File: config.mk
export PLATFORM = sky130hd
export DESIGN_NAME = irq_prio_ctrl
export DESIGN_NICKNAME = d
export VERILOG_FILES = /design/src/rtl/irq_prio_ctrl.sv
export SDC_FILE = /design/constraint.sdc
export NUM_CORES = 1
export LEC_CHECK = 0
export ABC_AREA = 1
export CORE_UTILIZATION = 45
export DETAILED_ROUTE_END_ITERATION = 16
export GPL_TIMING_DRIVEN = 1
export PLACE_DENSITY = 0.85
export SETUP_SLACK_MARGIN = 0.1
export SLEW_MARGIN = 15
export SYNTH_ARGS = -nofsm -noshare
export SYNTH_HDL_FRONTEND = slang
export SYNTH_SLANG_ARGS = --single-unit
File: constraint.sdc
create_clock -name clk -period 3.95 [get_ports clk]
set_input_delay 0.5925 -clock clk [delete_from_list [all_inputs] [get_ports clk]]
set_output_delay 0.5925 -clock clk [all_outputs]
set_load 0.05 [all_outputs]
File: src/rtl/irq_prio_ctrl.sv
// Clocked interrupt priority controller: latched pending register, programmable mask,
// and a lowest-index-wins winner presented through a registered valid/ack handshake.
module irq_prio_ctrl #(
   parameter int unsigned NUM_CH    = 27,
   parameter int unsigned ID_W      = 5,
   parameter bit          EDGE_MODE = 1'b0,
   parameter bit          MASK_RST  = 1'b0
) (
   input  logic              clk,
   input  logic              rst_n,
   input  logic [NUM_CH-1:0] req_i,
   input  logic              mask_we_i,
   input  logic [NUM_CH-1:0] mask_wdata_i,
   output logic              irq_valid_o,
   output logic [ID_W-1:0]   irq_id_o,
   input  logic              irq_ack_i,
   output logic [NUM_CH-1:0] pending_o,
   output logic [NUM_CH-1:0] mask_o
);

   typedef enum logic [0:0] {StIdle, StPresent} state_e;

   state_e            state_q, state_d;
   logic [NUM_CH-1:0] pending_q, pending_d;
   logic [NUM_CH-1:0] req_q;
   logic [NUM_CH-1:0] mask_q, mask_d;
   logic              irq_valid_q, irq_valid_d;
   logic [ID_W-1:0]   irq_id_q, irq_id_d;

   logic [NUM_CH-1:0] eligible;
   logic [NUM_CH-1:0] sel_onehot;
   logic [NUM_CH-1:0] set_vec;
   logic [NUM_CH-1:0] clr_vec;
   logic [ID_W-1:0]   winner;
   logic              ack_fire;
   logic              sel_ok;

   assign eligible   = pending_q & ~mask_q;
   assign ack_fire   = irq_valid_q & irq_ack_i;
   assign sel_onehot = NUM_CH'(1) << irq_id_q;
   // Presented channel is still pending and unmasked; otherwise it is withdrawn.
   assign sel_ok     = |(eligible & sel_onehot);
   assign set_vec    = req_i & ~req_q;
   assign clr_vec    = ack_fire ? sel_onehot : '0;

   always_comb begin
      winner = '0;
      for (int i = int'(NUM_CH) - 1; i >= 0; i--) begin
         if (eligible[i]) winner = ID_W'(i);
      end
   end

   always_comb begin
      if (EDGE_MODE) pending_d = set_vec | (pending_q & ~clr_vec);
      else           pending_d = req_i;
      mask_d = mask_we_i ? mask_wdata_i : mask_q;
   end

   always_comb begin
      state_d     = state_q;
      irq_valid_d = irq_valid_q;
      irq_id_d    = irq_id_q;
      unique case (state_q)
         StIdle: begin
            if (|eligible) begin
               state_d     = StPresent;
               irq_valid_d = 1'b1;
               irq_id_d    = winner;
            end
         end
         StPresent: begin
            if (ack_fire || !sel_ok) begin
               state_d     = StIdle;
               irq_valid_d = 1'b0;
            end
         end
         default: begin
            state_d     = StIdle;
            irq_valid_d = 1'b0;
         end
      endcase
   end

   always_ff @(posedge clk or negedge rst_n) begin
      if (!rst_n) begin
         state_q     <= StIdle;
         pending_q   <= '0;
         req_q       <= '0;
         mask_q      <= {NUM_CH{MASK_RST}};
         irq_valid_q <= 1'b0;
         irq_id_q    <= '0;
      end else begin
         state_q     <= state_d;
         pending_q   <= pending_d;
         req_q       <= req_i;
         mask_q      <= mask_d;
         irq_valid_q <= irq_valid_d;
         irq_id_q    <= irq_id_d;
      end
   end

   assign irq_valid_o = irq_valid_q;
   assign irq_id_o    = irq_id_q;
   assign pending_o   = pending_q;
   assign mask_o      = mask_q;

endmodule

## After elaboration in Yosys (flattened, before gate mapping)

Cells that the tools add are included.

- Register bits: 61
- Input bits: 58
- Output and inout bits: 60
- Word-level logic and storage cells: 52

- Equal/unequal tests: 2
- Shift operators: 1
- Muxes and demuxes: 33
- Bitwise gates (word level): 5
- Reductions and logical operators: 6

Operators by type and width:

| cell | count |
|---|---|
| 5-bit two-way mux | 27 |
| 27-bit AND | 2 |
| 27-bit OR reduction | 2 |
| 27-bit inverter | 1 |
| 1-bit by 5-bit left shift with 27-bit output (first input constant) | 1 |
| 1-bit two-way mux | 4 |
| 1-bit one-hot mux with 2 select lines | 2 |
| 2-bit AND reduction | 2 |
| 2-bit by 1-bit inequality test with 1-bit output (second input constant) | 1 |
| 2-bit inequality test (second input constant) | 1 |
| 1-bit AND | 1 |
| 1-bit logical NOT | 1 |
| 1-bit logical OR | 1 |
| 1-bit inverter | 1 |

## Depth between registers and ports, before layout

Gate-level depths: netlist of run 1.

- Word-level depth: 29
- Gate-level depth with buffers: 28

## Least setup slack after synthesis of run 1

Ideal clock, no wire load.

- Path kind: register -> register
- From: register pending_q[24] (netlist: pending_o[24])
- To: register irq_id_q[0] (netlist: irq_id_o[0])
- Setup time: 116 ps
- Data arrival time: 1901 ps
- Data required time: 3834 ps
- Path slack: 1933 ps
- Cell stages (with the launch flop): 28
- Cell sequence: dfrtp_1 -> nand2_2 -> nand2_1 -> nand2_1 -> nand2_1 -> nand2_1 -> nand2_1 -> nand2_1 -> nand2_1 -> nand2_1 -> nand2_1 -> nand2_1 -> nand2_1 -> nand2_1 -> nand2_1 -> nand2_1 -> nand2_1 -> nand2_1 -> nand2_1 -> nand2_1 -> nand2_1 -> nand2_1 -> nand2_1 -> nand2_1 -> nand2_1 -> nand2_1 -> nand2_1 -> nand2_1

- Cells in the longest elaborated chain, start to end: 26
- Elaborated cells on any way between the ends: 28
- Those cells by class: 25 x mux; 1 x bitwise; 2 x reduce/logical

Ends and longest elaborated chain:

| item | line | source |
|---|---|---|
| from (decl) | 24 | `logic [NUM_CH-1:0] pending_q, pending_d;` |
| from (signal assigned) | 94 | `pending_q <= pending_d;` |
| 27-bit AND * | 38 | `assign eligible = pending_q & ~mask_q;` |
| 5-bit two-way mux (25 in series) | 49 | `if (eligible[i]) winner = ID_W'(i);` |
| to (signal assigned) | 98 | `irq_id_q <= irq_id_d;` |
| to (decl) | 28 | `logic [ID_W-1:0] irq_id_q, irq_id_d;` |

Every way passes the cells marked *; elsewhere a longest branch is shown, timed or not.
A chain may end at the register's enable or synchronous reset.

## Final worst setup path of run 1

- From: register irq_id_q[0] (netlist: irq_id_o[0])
- To: output irq_id_o[0]

RTL lines:

| item | line | source |
|---|---|---|
| to (decl) | 15 | `output logic [ID_W-1:0] irq_id_o,` |

No word-level cell between the ends.

==> results of run 1 <==
-- flip-flops by register name, summed over array words and instances (netlist names) --
register	flops
mask_o	27
pending_o	27
irq_valid_o	1
state_q	1
irq_id_o	5
-- metal layers --
| metal | track usage | share of wire |
|---|---|---|
| met1 | 0.3358 | 0.42 |
| met2 | 0.4274 | 0.49 |
| met3 | 0.08114 | 0.060 |
| met4 | 0.1125 | 0.024 |
| met5 | 0 | 0 |
-- report_power, final --
part / internal [W] / total [W] / switching, W
Clock: 0.000435 / 0.000690 / 0.000256
Sequential: 0.000695 / 0.000776 / 0.0000806
Combinational: 0.000267 / 0.000771 / 0.000503
-- layout by cell type (no fill, tap or decap), types with 2 or more instances in the layout --
cell | synthesis | routed
o21ai_1 | 5 | 5
o31ai_1 | 2 | 2
bufinv_16 | 0 | 3
nor3_1 | 7 | 7
nand2_1 | 88 | 88
o22ai_1 | 8 | 8
clkdlybuf4s50_1 | 0 | 116
dfrtp_1 | 61 | 61
nand3_1 | 6 | 6
clkinvlp_4 | 0 | 2
nor2_1 | 19 | 19
nand4_1 | 3 | 3
nand2_4 | 15 | 15
nand2_2 | 6 | 6
inv_2 | 26 | 26
buf_4 | 0 | 2
clkinv_2 | 1 | 2
nor4_1 | 5 | 5
o21ai_0 | 26 | 26
clkbuf_8 | 0 | 10
inv_1 | 13 | 13
-- logic make-up after synthesis --
| group | Yosys count | share of synthesized area |
|---|---|---|
| muxes | 1 | 0.004113 |
| buffers and inverters | 48 | 0.06901 |
| and+or+nand+nor | 150 | 0.2665 |
| AOI/OAI and AO/OA | 49 | 0.1028 |
| DFF | 61 | 0.5576 |
-- cell type report --
type	count	share of cell area
clock buffers	10	0.03256
inverters	41	0.03671
repair buffers	119	0.2795
clock inverters	6	0.02605
flip-flops and latches	61	0.3612
well taps	75	0.02220
multi-input cells	200	0.2419
-- metrics by stage --
| stage | power, W | instance area (sq um) | setup WS, ns | std cells | utilization |
|---|---|---|---|---|---|
| 6_report | 0.002237 | 4227 | 1.653 | 512 | 0.7181 |
| 5_1_grt | 0.002341 | 4227 | 1.598 | 512 | 0.7181 |
| 4_1_cts | 0.002245 | 4227 | 1.642 | 512 | 0.7181 |
| 3_5_place_dp | 0.001550 | 3979 | 1.631 | 496 | 0.6760 |
| 3_3_place_gp | 0.001541 | 3979 | 1.673 | 496 | 0.6760 |
| 2_1_floorplan | 0.001276 | 2738 | 1.933 | 309 | - |
-- worst paths after layout --
path | to | slack [ns] | depth (start not counted) | from
worst max register to register | irq_id_o[0]$_DFFE_PN0P_ | 1.95 | 28 | mask_o[24]$_DFFE_PN0P_
worst min register to register | state_q$_DFF_PN0_ | 0.51 | 2 | state_q$_DFF_PN0_
min in group clk | state_q$_DFF_PN0_ | 0.51 | 2 | state_q$_DFF_PN0_
max in group asynchronous | mask_o[8]$_DFFE_PN0P_ | 2.81 | 2 | rst_n
worst max-delay path | irq_id_o[0] | 1.65 | 1 | irq_id_o[0]$_DFFE_PN0P_
worst min-delay path | pending_o[13]$_DFF_PN0_ | 0.26 | 1 | rst_n
==> results by group, run 1 <==
Run status
  • Status: complete, no violations

Placed design
  • Port Buffer Count: 117
  • Final HPWL DP: about 5900 um
  • Placer Congestion: ~0.92

Final layout
  • Area of the multi-input gates: around 1000 sq um
  • Reg area: approximately 1500 sq um
  • Layout cell share with drive strength beyond 1: 0.1602
  • Fill count: ~470
  • Final nets: 490
  • Synthesis-to-layout area growth: 54.39%
  • Inserted Diodes: 0

Synthesis
  • Number of synthesized flops with an enable pin: 0
  • Syn_nets: ~370
  • Top-count cell post-synth: nand2_1
  • Mean post-synth cell area: ~8.9 sq um
  • Main synth FF type: dfrtp_1
  • Post-synth top cells: nand2_1 (88), dfrtp_1 (61), inv_2 (26), o21ai_0 (26), nor2_1 (19)
  • Seq/Total Area, Yosys: 0.5576
  • Async SR Flop Fraction: 1.000
  • Post-synthesis cell count: approximately 310
  • Synthesized area: 2738 sq um
  • Largest cells by area after synthesis: dfrtp_1 (56%), nand2_1 (12%), nand2_4 (6.2%), o21ai_0 (4.8%), inv_2 (3.6%)
  • Top-area cell type share of the netlist area: 0.5576
  • Yosys warns: 0
  • Synth area leader: dfrtp_1
  • Count of state elements after synthesis: a little over 60
  • Synth unique cells: 29

Setup path
  • CP max-delay cell: clkdlybuf4s50_1
  • CP peak stage delay: between 0.8 and 0.9 ns
  • Setup CP Type: reg2out
  • Worst-path maximum fanout: 9
  • CP Buf/Inv Count: 1
  • CP top delay family: buffers and inverters
  • Critical path cell sequence: clkdlybuf4s50_1
  • CP required: between 3 and 4 ns
  • WP data arrival: 1.70 ns
  • Worst Setup End Kind: output port
  • Worst setup SP type: register

Route
  • DR vias/cell: between 4 and 5
  • DR WL/cell: about 15 um
  • ANT nets after route: 0
  • DRT Pass-1 Iters: 4
  • DRT Wirelength: a little under 8000 um
  • Via count: between 2000 and 3000
  • DRC: 0
  • Initial DRC count: 131

Clock network
  • Num CTS Buffers: 9
  • CTS clk-pin slew, worst paths: 0.07 ns
  • CTS Hold Bufs: 0
  • Post-CTS sizing: 0
  • Postcts setup bufs: 0
  • Max clock buf depth: 2
  • Worst-skew pair later-pin latency: 0.34 ns
  • CTS tree: built
  • H-tree lvl count: 3
  • CTS root buf: clkbuf_8
  • CTS sink cnt: 61

Die
  • Std cell rows: 28
  • Chip Width: 80.00 um
  • Initial Utilization: 0.4651
  • Top Ports: about 120
  • Die extent in y: roughly 80 um
  • Die area: between 6000 and 7000 sq um
  • Core Region: just under 6000 sq um

STA
  • RSZ-0062 raised after global routing: false
  • WHS: about 0.26 ns
  • Fmax: 435.3 MHz
  • Final setup viols: 0
  • Fin. max-slew vios: 0
  • Max-slew headroom: 0.3720
  • Period utilization: 0.5816
  • Setup TNS: 0 ns
  • Final hold viol count: 0
  • Crit path time final: 2.297 ns
  • Worst Tran Pin Value: between 0.9 and 1 ns
  • Clock Skew: 0.004578 ns

GRT
  • Pin count of the biggest net entering global routing: 35
  • Number of global-route vias before repair: ~2600
  • Overflow after GRT: 0
  • Initial antenna violation count: 0
  • First-pass GRT wire length: ~13000 um
  • Total track usage: 0.2676

Power
  • VDD IR max: 346.6 uV
  • Power Dens Cells: between 500 and 600 nW/um^2
  • Lkg Pwr: 1.951 nW

Flow run
  • Max-cap check violation count: 0

Min path
  • Hold Crit Class: in2async
No activity file was read; power rests on OpenSTA's default activity.
==> run 2, diff against run 1 <==
--- a/config.mk
+++ b/config.mk
@@ -6,10 +6,10 @@
 export NUM_CORES = 1
 export LEC_CHECK = 0
 export ABC_AREA = 1
-export CORE_UTILIZATION = 45
+export CORE_UTILIZATION = 42
 export DETAILED_ROUTE_END_ITERATION = 16
 export GPL_TIMING_DRIVEN = 1
-export PLACE_DENSITY = 0.85
+export PLACE_DENSITY = 0.8
 export SETUP_SLACK_MARGIN = 0.1
 export SLEW_MARGIN = 15
 export SYNTH_ARGS = -nofsm -noshare
==> constraint.sdc (replaced) <==
create_clock -name clk -period 2.16 [get_ports clk]
set_input_delay 0.324 -clock clk [delete_from_list [all_inputs] [get_ports clk]]
set_output_delay 0.324 -clock clk [all_outputs]
set_load 0.05 [all_outputs]
==> run 2 against run 1 <==
Effect of this change: flip-flop and latch count did not move; largest cell class unchanged; die area rose by 7.0%; hold slack improved by 0.16 ns; highest routed layer unchanged; count of clock-buffer cells in the layout rose by 1.
==> results by group, run 2 (synthesized netlist as in run 1, its figures left out) <==
Run status
  • Status: complete, no violations (unchanged)

Route
  • ANT nets after route: 0 (unchanged)
  • DR vias/cell: 4.919 (was 4.945)
  • Initial DRC count: 178 (was 131)
  • DRT Wirelength: 7598 um (was 7796 um)
  • DRC: 0 (unchanged)
  • DRT Pass-1 Iters: 4 (unchanged)
  • Via count: 2543 (was 2532)
  • DR WL/cell: 14.70 um (was 15.23 um)

STA
  • Fin. max-slew vios: 0 (unchanged)
  • Crit path time final: about 2.0 ns
  • Clock Skew: 0.008555 ns (was 0.004578 ns)
  • Final hold viol count: 0 (unchanged)
  • Worst Tran Pin Value: 0.5634 ns (was 0.9391 ns)
  • Final setup viols: 0 (unchanged)
  • Max-slew headroom: 0.6244 (was 0.3720)
  • Setup TNS: 0 ns (unchanged)
  • Period utilization: 0.9192
  • Fmax: between 500 and 600 MHz
  • RSZ-0062 raised after global routing: true (was false)

Final layout
  • Most frequent cells in the layout: clkdlybuf4s50_1 (116), nand2_1 (88), dfrtp_1 (61) (unchanged)
  • Inserted Diodes: 0 (unchanged)
  • Reg area: 1526 sq um (unchanged)
  • Layout Utilization: 0.6692 (was 0.7181)
  • Synthesis-to-layout area growth: 54.34% (was 54.39%)
  • Layout cell share with drive strength beyond 1: 0.1636 (was 0.1602)
  • Fill count: 549 (was 471)
  • Most common library cell in the layout ignoring fill and taps: clkdlybuf4s50_1 (unchanged)
  • Final nets: 494 (was 490)
  • Area of the multi-input gates: 1022 sq um (unchanged)

Power
  • Int Pwr: 0.002363 W (was 0.001397 W)
  • Lkg Pwr: 1.957 nW (was 1.951 nW)
  • Combinational share of power: 0.373 (was 0.344)
  • Sw power: 0.001509 W (was 0.0008393 W)
  • Sw Share: 0.3898 (was 0.3752)
  • Clock share of power: 0.265 (was 0.309)
  • Sequential share of power: 0.362 (was 0.347)
  • VDD IR max: 717.0 uV (was 346.6 uV)
  • Power Dens Cells: 916.4 nW/um^2 (was 529.2 nW/um^2)

Setup path
  • CP required: 1.84 ns (was 3.36 ns)
  • WP data arrival: 1.66 ns (was 1.70 ns)
  • R2R setup slack: 0.28 ns (was 1.95 ns)
  • CP Buf/Inv Count: 1 (unchanged)
  • Worst-path maximum fanout: 7 (was 9)
  • Worst setup SP type: register (unchanged)
  • CP top delay family: buffers and inverters (unchanged)
  • Setup CP Type: reg2out (unchanged)
  • Worst R2R Path Depth: 28 (unchanged)
  • CP peak stage delay: 0.86 ns (about the same)
  • FF-to-FF Start: mask_o[24]$_DFFE_PN0P_ (unchanged)
  • Worst Setup End Kind: output port (unchanged)
  • R2r endpoint: irq_id_o[0]$_DFFE_PN0P_ (unchanged)
  • CP max-delay cell: clkdlybuf4s50_1 (unchanged)
  • Critical path cell sequence: clkdlybuf4s50_1 (unchanged)

Die
  • Top Ports: 118 (unchanged)
  • Std cell rows: 29 (was 28)
  • Chip Width: 82.74 um (was 80.00 um)
  • Die area: 6845 sq um (was 6399 sq um)
  • Die extent in y: 82.74 um (was 80.00 um)
  • Initial Utilization: 0.4336 (was 0.4651)
  • Core Region: 6314 sq um (was 5886 sq um)

GRT
  • Overflow after GRT: 0 (unchanged)
  • Total track usage: 0.2360 (was 0.2676)
  • Pin count of the biggest net entering global routing: 39 (was 35)
  • Number of global-route vias before repair: 2391 (was 2604)
  • First-pass GRT wire length: 11560 um (was 12650 um)
  • Initial antenna violation count: 0 (unchanged)

Min path
  • Hold Crit Class: in2reg (was in2async)
  • Hold wc startpoint: req_i[7]
  • Hold Path Stages: 1
  • Hold path endpoint: pending_o[7]$_DFF_PN0_

Clock network
  • H-tree lvl count: 3 (unchanged)
  • CTS root buf: clkbuf_8 (unchanged)
  • Postcts setup bufs: 0 (unchanged)
  • Post-CTS sizing: 0 (unchanged)
  • Num CTS Buffers: 9 (unchanged)
  • CTS sink cnt: 61 (unchanged)
  • CTS clk-pin slew, worst paths: 0.07 ns (about the same)
  • Max clock buf depth: 2 (unchanged)
  • CTS tree: built (unchanged)
  • Worst-skew pair later-pin latency: 0.34 ns (about the same)

Flow run
  • Max-cap check violation count: 0 (unchanged)

Placed design
  • Placer Congestion: 0.9189 (was 0.9211)
  • Final HPWL DP: 5902 um (was 5926 um)
  • Port Buffer Count: 117 (unchanged)
## run 2: metal layers
metal  global-route usage  part of all wire  up-vias
met4              0.07759             0.016        0
met2               0.3836              0.49      102
met1               0.2934              0.41     1183
met3              0.08022             0.078       14
met5                    0                 0        -
li1                     -                 -     1244
## run 2: power groups by stage
stage                     logic, W  clock network, W  registers [W]
after detailed placement   0.00143                 0        0.00142
after floorplan           0.000516                 0        0.00182
after global placement     0.00143                 0        0.00142
after CTS                  0.00144           0.00105        0.00140
after global routing       0.00156           0.00110        0.00142
final                      0.00144           0.00103        0.00140
## run 2: worst max-delay path by stage
stage | from | to | slack [ns] | depth (start not counted)
floorplan | pending_o[24]$_DFF_PN0_ | irq_id_o[0]$_DFFE_PN0P_ | 0.14 | 27
global placement | mask_o[24]$_DFFE_PN0P_ | irq_id_o[0]$_DFFE_PN0P_ | 0.33 | 28
detailed placement | mask_o[24]$_DFFE_PN0P_ | irq_id_o[0]$_DFFE_PN0P_ | 0.31 | 28
CTS | irq_id_o[1]$_DFFE_PN0P_ | irq_id_o[1] | 0.16 | 1
global route | mask_o[24]$_DFFE_PN0P_ | irq_id_o[0]$_DFFE_PN0P_ | 0.02 | 28
finish | irq_id_o[1]$_DFFE_PN0P_ | irq_id_o[1] | 0.17 | 1
## run 2: per-stage QoR
| stage | cell area, sq um | power, W | hold WS [ns] | cells | setup WS [ns] |
|---|---|---|---|---|---|
| 5_1_grt | 4225 | 0.004084 | 0.4029 | 517 | 0.02261 |
| 3_5_place_dp | 4016 | 0.002856 | 0.3464 | 501 | 0.3146 |
| 3_3_place_gp | 4016 | 0.002848 | 0.3419 | 501 | 0.3325 |
| 2_1_floorplan | 2738 | 0.002334 | 0.02841 | 309 | 0.1429 |
| 4_1_cts | 4225 | 0.003895 | 0.4028 | 517 | 0.1627 |
| 6_report | 4225 | 0.003872 | 0.4143 | 517 | 0.1745 |
## run 2: final cells by class
cell class,count,area share
Tap cell,77,0.02280
Clock inverter,4,0.01125
Multi-Input combinational cell,200,0.2419
Sequential cell,61,0.3613
Inverter,41,0.03672
Clock buffer,11,0.03583
Timing Repair Buffer,123,0.2902
## run 2: what timing repair did
item / 4_1_cts / 5_1_grt
setup endpoints to repair: 0 / 1
hold buffers: 1 / 0
hold endpoints to repair: 23 / 0
==> run 3, diff against run 2 <==
--- a/config.mk
+++ b/config.mk
@@ -6,10 +6,11 @@
 export NUM_CORES = 1
 export LEC_CHECK = 0
 export ABC_AREA = 1
-export CORE_UTILIZATION = 42
+export CORE_MARGIN = 1.5
+export CORE_UTILIZATION = 45
 export DETAILED_ROUTE_END_ITERATION = 16
 export GPL_TIMING_DRIVEN = 1
-export PLACE_DENSITY = 0.8
+export PLACE_DENSITY = 0.85
 export SETUP_SLACK_MARGIN = 0.1
 export SLEW_MARGIN = 15
 export SYNTH_ARGS = -nofsm -noshare
==> constraint.sdc (replaced) <==
create_clock -name clk -period 2.3 [get_ports clk]
set_input_delay 0.345 -clock clk [delete_from_list [all_inputs] [get_ports clk]]
set_output_delay 0.345 -clock clk [all_outputs]
set_load 0.05 [all_outputs]
==> run 3 against run 2 <==
Effect of this change: highest routed layer unchanged; clock power barely moved; global-route usage increased by 2.0 points; non-clock buffer count down 1; register-to-register slack better by 0.13 ns; count of clock-buffer cells in the layout fell by 2; largest power group is now registers; critical endpoint is now irq_id_o[0]; first-iteration DRC count is 1.7% higher; final area shrank 0.18%; hold slack improved by 0.028 ns.
==> results by group, run 3 (synthesized netlist as in run 1, its figures left out) <==
Run status
  • Status: complete, no violations (unchanged)

Final layout
  • Most common library cell in the layout ignoring fill and taps: clkdlybuf4s50_1 (unchanged)
  • Finished Layout Cells: 513 (was 517)
  • Final nets: 493 (was 494)
  • Synthesis-to-layout area growth: 54.07% (was 54.34%)
  • Most frequent cells in the layout: clkdlybuf4s50_1 (116), nand2_1 (88), dfrtp_1 (61) (unchanged)
  • Fill count: 462 (was 549)
  • Post-route cell area: 4218 sq um (was 4225 sq um)
  • Inserted Diodes: 0 (unchanged)
  • Layout cell share with drive strength beyond 1: 0.1598 (was 0.1636)

Clock network
  • CTS clk-pin slew, worst paths: 0.07 ns (about the same)
  • Worst-skew pair later-pin latency: 0.34 ns (about the same)
  • CTS tree: built (unchanged)
  • Max clock buf depth: 2 (unchanged)
  • H-tree lvl count: 3 (unchanged)
  • Postcts setup bufs: 0 (unchanged)
  • Num CTS Buffers: 9 (unchanged)
  • CTS sink cnt: 61 (unchanged)
  • CTS root buf: clkbuf_8 (unchanged)

Flow run
  • Max-cap check violation count: 0 (unchanged)

Setup path
  • CP top delay family: buffers and inverters (unchanged)
  • Worst Setup End Kind: output port (unchanged)
  • Worst R2R Path Depth: 28 (unchanged)
  • FF-to-FF Start: mask_o[24]$_DFFE_PN0P_ (unchanged)
  • CP peak stage delay: 0.87 ns (was 0.86 ns)
  • Worst-path maximum fanout: 9 (was 7)
  • Worst Setup SP: irq_id_o[0]$_DFFE_PN0P_ (was irq_id_o[1]$_DFFE_PN0P_)
  • Worst setup SP type: register (unchanged)
  • WP data arrival: 1.72 ns (was 1.66 ns)
  • CP max-delay cell: clkdlybuf4s50_1 (unchanged)
  • CP Buf/Inv Count: 1 (unchanged)
  • R2r endpoint: irq_id_o[0]$_DFFE_PN0P_ (unchanged)
  • Setup CP Type: reg2out (unchanged)
  • R2R setup slack: 0.41 ns (was 0.28 ns)
  • CP required: 1.96 ns (was 1.84 ns)
  • Critical path cell sequence: clkdlybuf4s50_1 (unchanged)

Placed design
  • Dpl cells: 498 (was 501)
  • Final HPWL DP: 6063 um (was 5902 um)
  • Port Buffer Count: 117 (unchanged)
  • Placed Area: 4006 sq um (was 4016 sq um)
  • Placer Congestion: 0.9869 (was 0.9189)
  • Setup WS pre-CTS: 0.4527 ns (was 0.3146 ns)

STA
  • Max-slew headroom: 0.6461 (was 0.6244)
  • Clock Skew: 0.01118 ns (was 0.008555 ns)
  • Worst Tran Pin Value: 0.5291 ns (was 0.5634 ns)
  • Crit path time final: 2.064 ns
  • RSZ-0062 raised after global routing: false (was true)
  • Final hold viol count: 0 (unchanged)
  • Fin. max-slew vios: 0 (unchanged)
  • Period utilization: 0.8973
  • Final setup viols: 0 (unchanged)
  • WHS: 0.4422 ns (was 0.4143 ns)
  • Fmax: a little under 500 MHz
  • Setup TNS: 0 ns (unchanged)
  • Final Worst Setup Slack: 0.2361 ns (was 0.1745 ns)

Route
  • ANT nets after route: 0 (unchanged)
  • DRC: 0 (unchanged)
  • DRT Pass-1 Iters: 4 (unchanged)
  • DR vias/cell: 5.051 (was 4.919)
  • DR WL/cell: 15.04 um (was 14.70 um)
  • Via count: 2591 (was 2543)
  • DRT Wirelength: 7718 um (was 7598 um)
  • Initial DRC count: 181 (was 178)

Min path
  • Hold wc startpoint: req_i[26] (was req_i[7])
  • Hold path endpoint: pending_o[26]$_DFF_PN0_ (was pending_o[7]$_DFF_PN0_)
  • Hold Crit Class: in2reg (unchanged)
  • Hold Path Stages: 1 (unchanged)

GRT
  • First-pass GRT wire length: 12430 um (was 11560 um)
  • Total track usage: 0.2556 (was 0.2360)
  • Number of global-route vias before repair: 2579 (was 2391)
  • Overflow after GRT: 0 (unchanged)
  • Initial antenna violation count: 0 (unchanged)
  • Pin count of the biggest net entering global routing: 31 (was 39)

Die
  • Std cell rows: 28 (was 29)
  • Die extent in y: 81.00 um (was 82.74 um)
  • Core Region: 5886 sq um (was 6314 sq um)
  • Chip Width: 81.00 um (was 82.74 um)
  • Die area: 6560 sq um (was 6845 sq um)
  • Initial Utilization: 0.4651 (was 0.4336)
  • Top Ports: 118 (unchanged)

Power
  • Power Dens Cells: 871.5 nW/um^2 (was 916.4 nW/um^2)
  • Lkg Pwr: 1.952 nW (was 1.957 nW)
  • VDD IR max: 753.9 uV (was 717.0 uV)
## run 3: per-stage QoR
stage / total power [W] / util
finish: 0.003676 / 0.7166
global route: 0.003861 / 0.7166
CTS: 0.003687 / 0.7166
detailed placement: 0.002674 / 0.6807
global placement: 0.002664 / 0.6807
floorplan: 0.002192 / -
## run 3: cell type report
class / instances / area [sq um] / area share
clock buffers: 9 / 123.9 / 0.02937
clock inverters: 5 / 77.57 / 0.01839
inverters: 41 / 155.1 / 0.03678
multi-input cells: 200 / 1022 / 0.2424
well taps: 75 / 93.84 / 0.02225
flip-flops and latches: 61 / 1526 / 0.3619
repair buffers: 122 / 1219 / 0.2889
## run 3: timing repair
item	in CTS	in global routing
hold buffers	1	0
gates resized for setup	0	0
hold endpoints to repair	18	0
## run 3: worst max path at each step
stage / endpoint / slack, ns / cells after the start
final: irq_id_o[0] / 0.24 / 1
after global routing: irq_id_o[0]$_DFFE_PN0P_ / 0.14 / 28
after CTS: irq_id_o[0] / 0.24 / 1
after detailed placement: irq_id_o[0]$_DFFE_PN0P_ / 0.45 / 28
after global placement: irq_id_o[0]$_DFFE_PN0P_ / 0.48 / 28
after floorplan: irq_id_o[0]$_DFFE_PN0P_ / 0.28 / 27
## run 3: metal layers
| layer | global-route usage | vias up | share of wire |
|---|---|---|---|
| met2 | 0.4258 | 120 | 0.50 |
| met1 | 0.3137 | 1211 | 0.41 |
| li1 | - | 1243 | - |
| met4 | 0.07759 | 0 | 0.019 |
| met5 | 0 | - | 0 |
| met3 | 0.08539 | 17 | 0.076 |
## run 3: power by group
part	total [W]	leakage, nW	internal [W]	switching [W]
Sequential	0.00133	0.730	0.00119	0.000136
Clock	0.00101	0.101	0.000594	0.000418
Combinational	0.00133	1.12	0.000464	0.000869
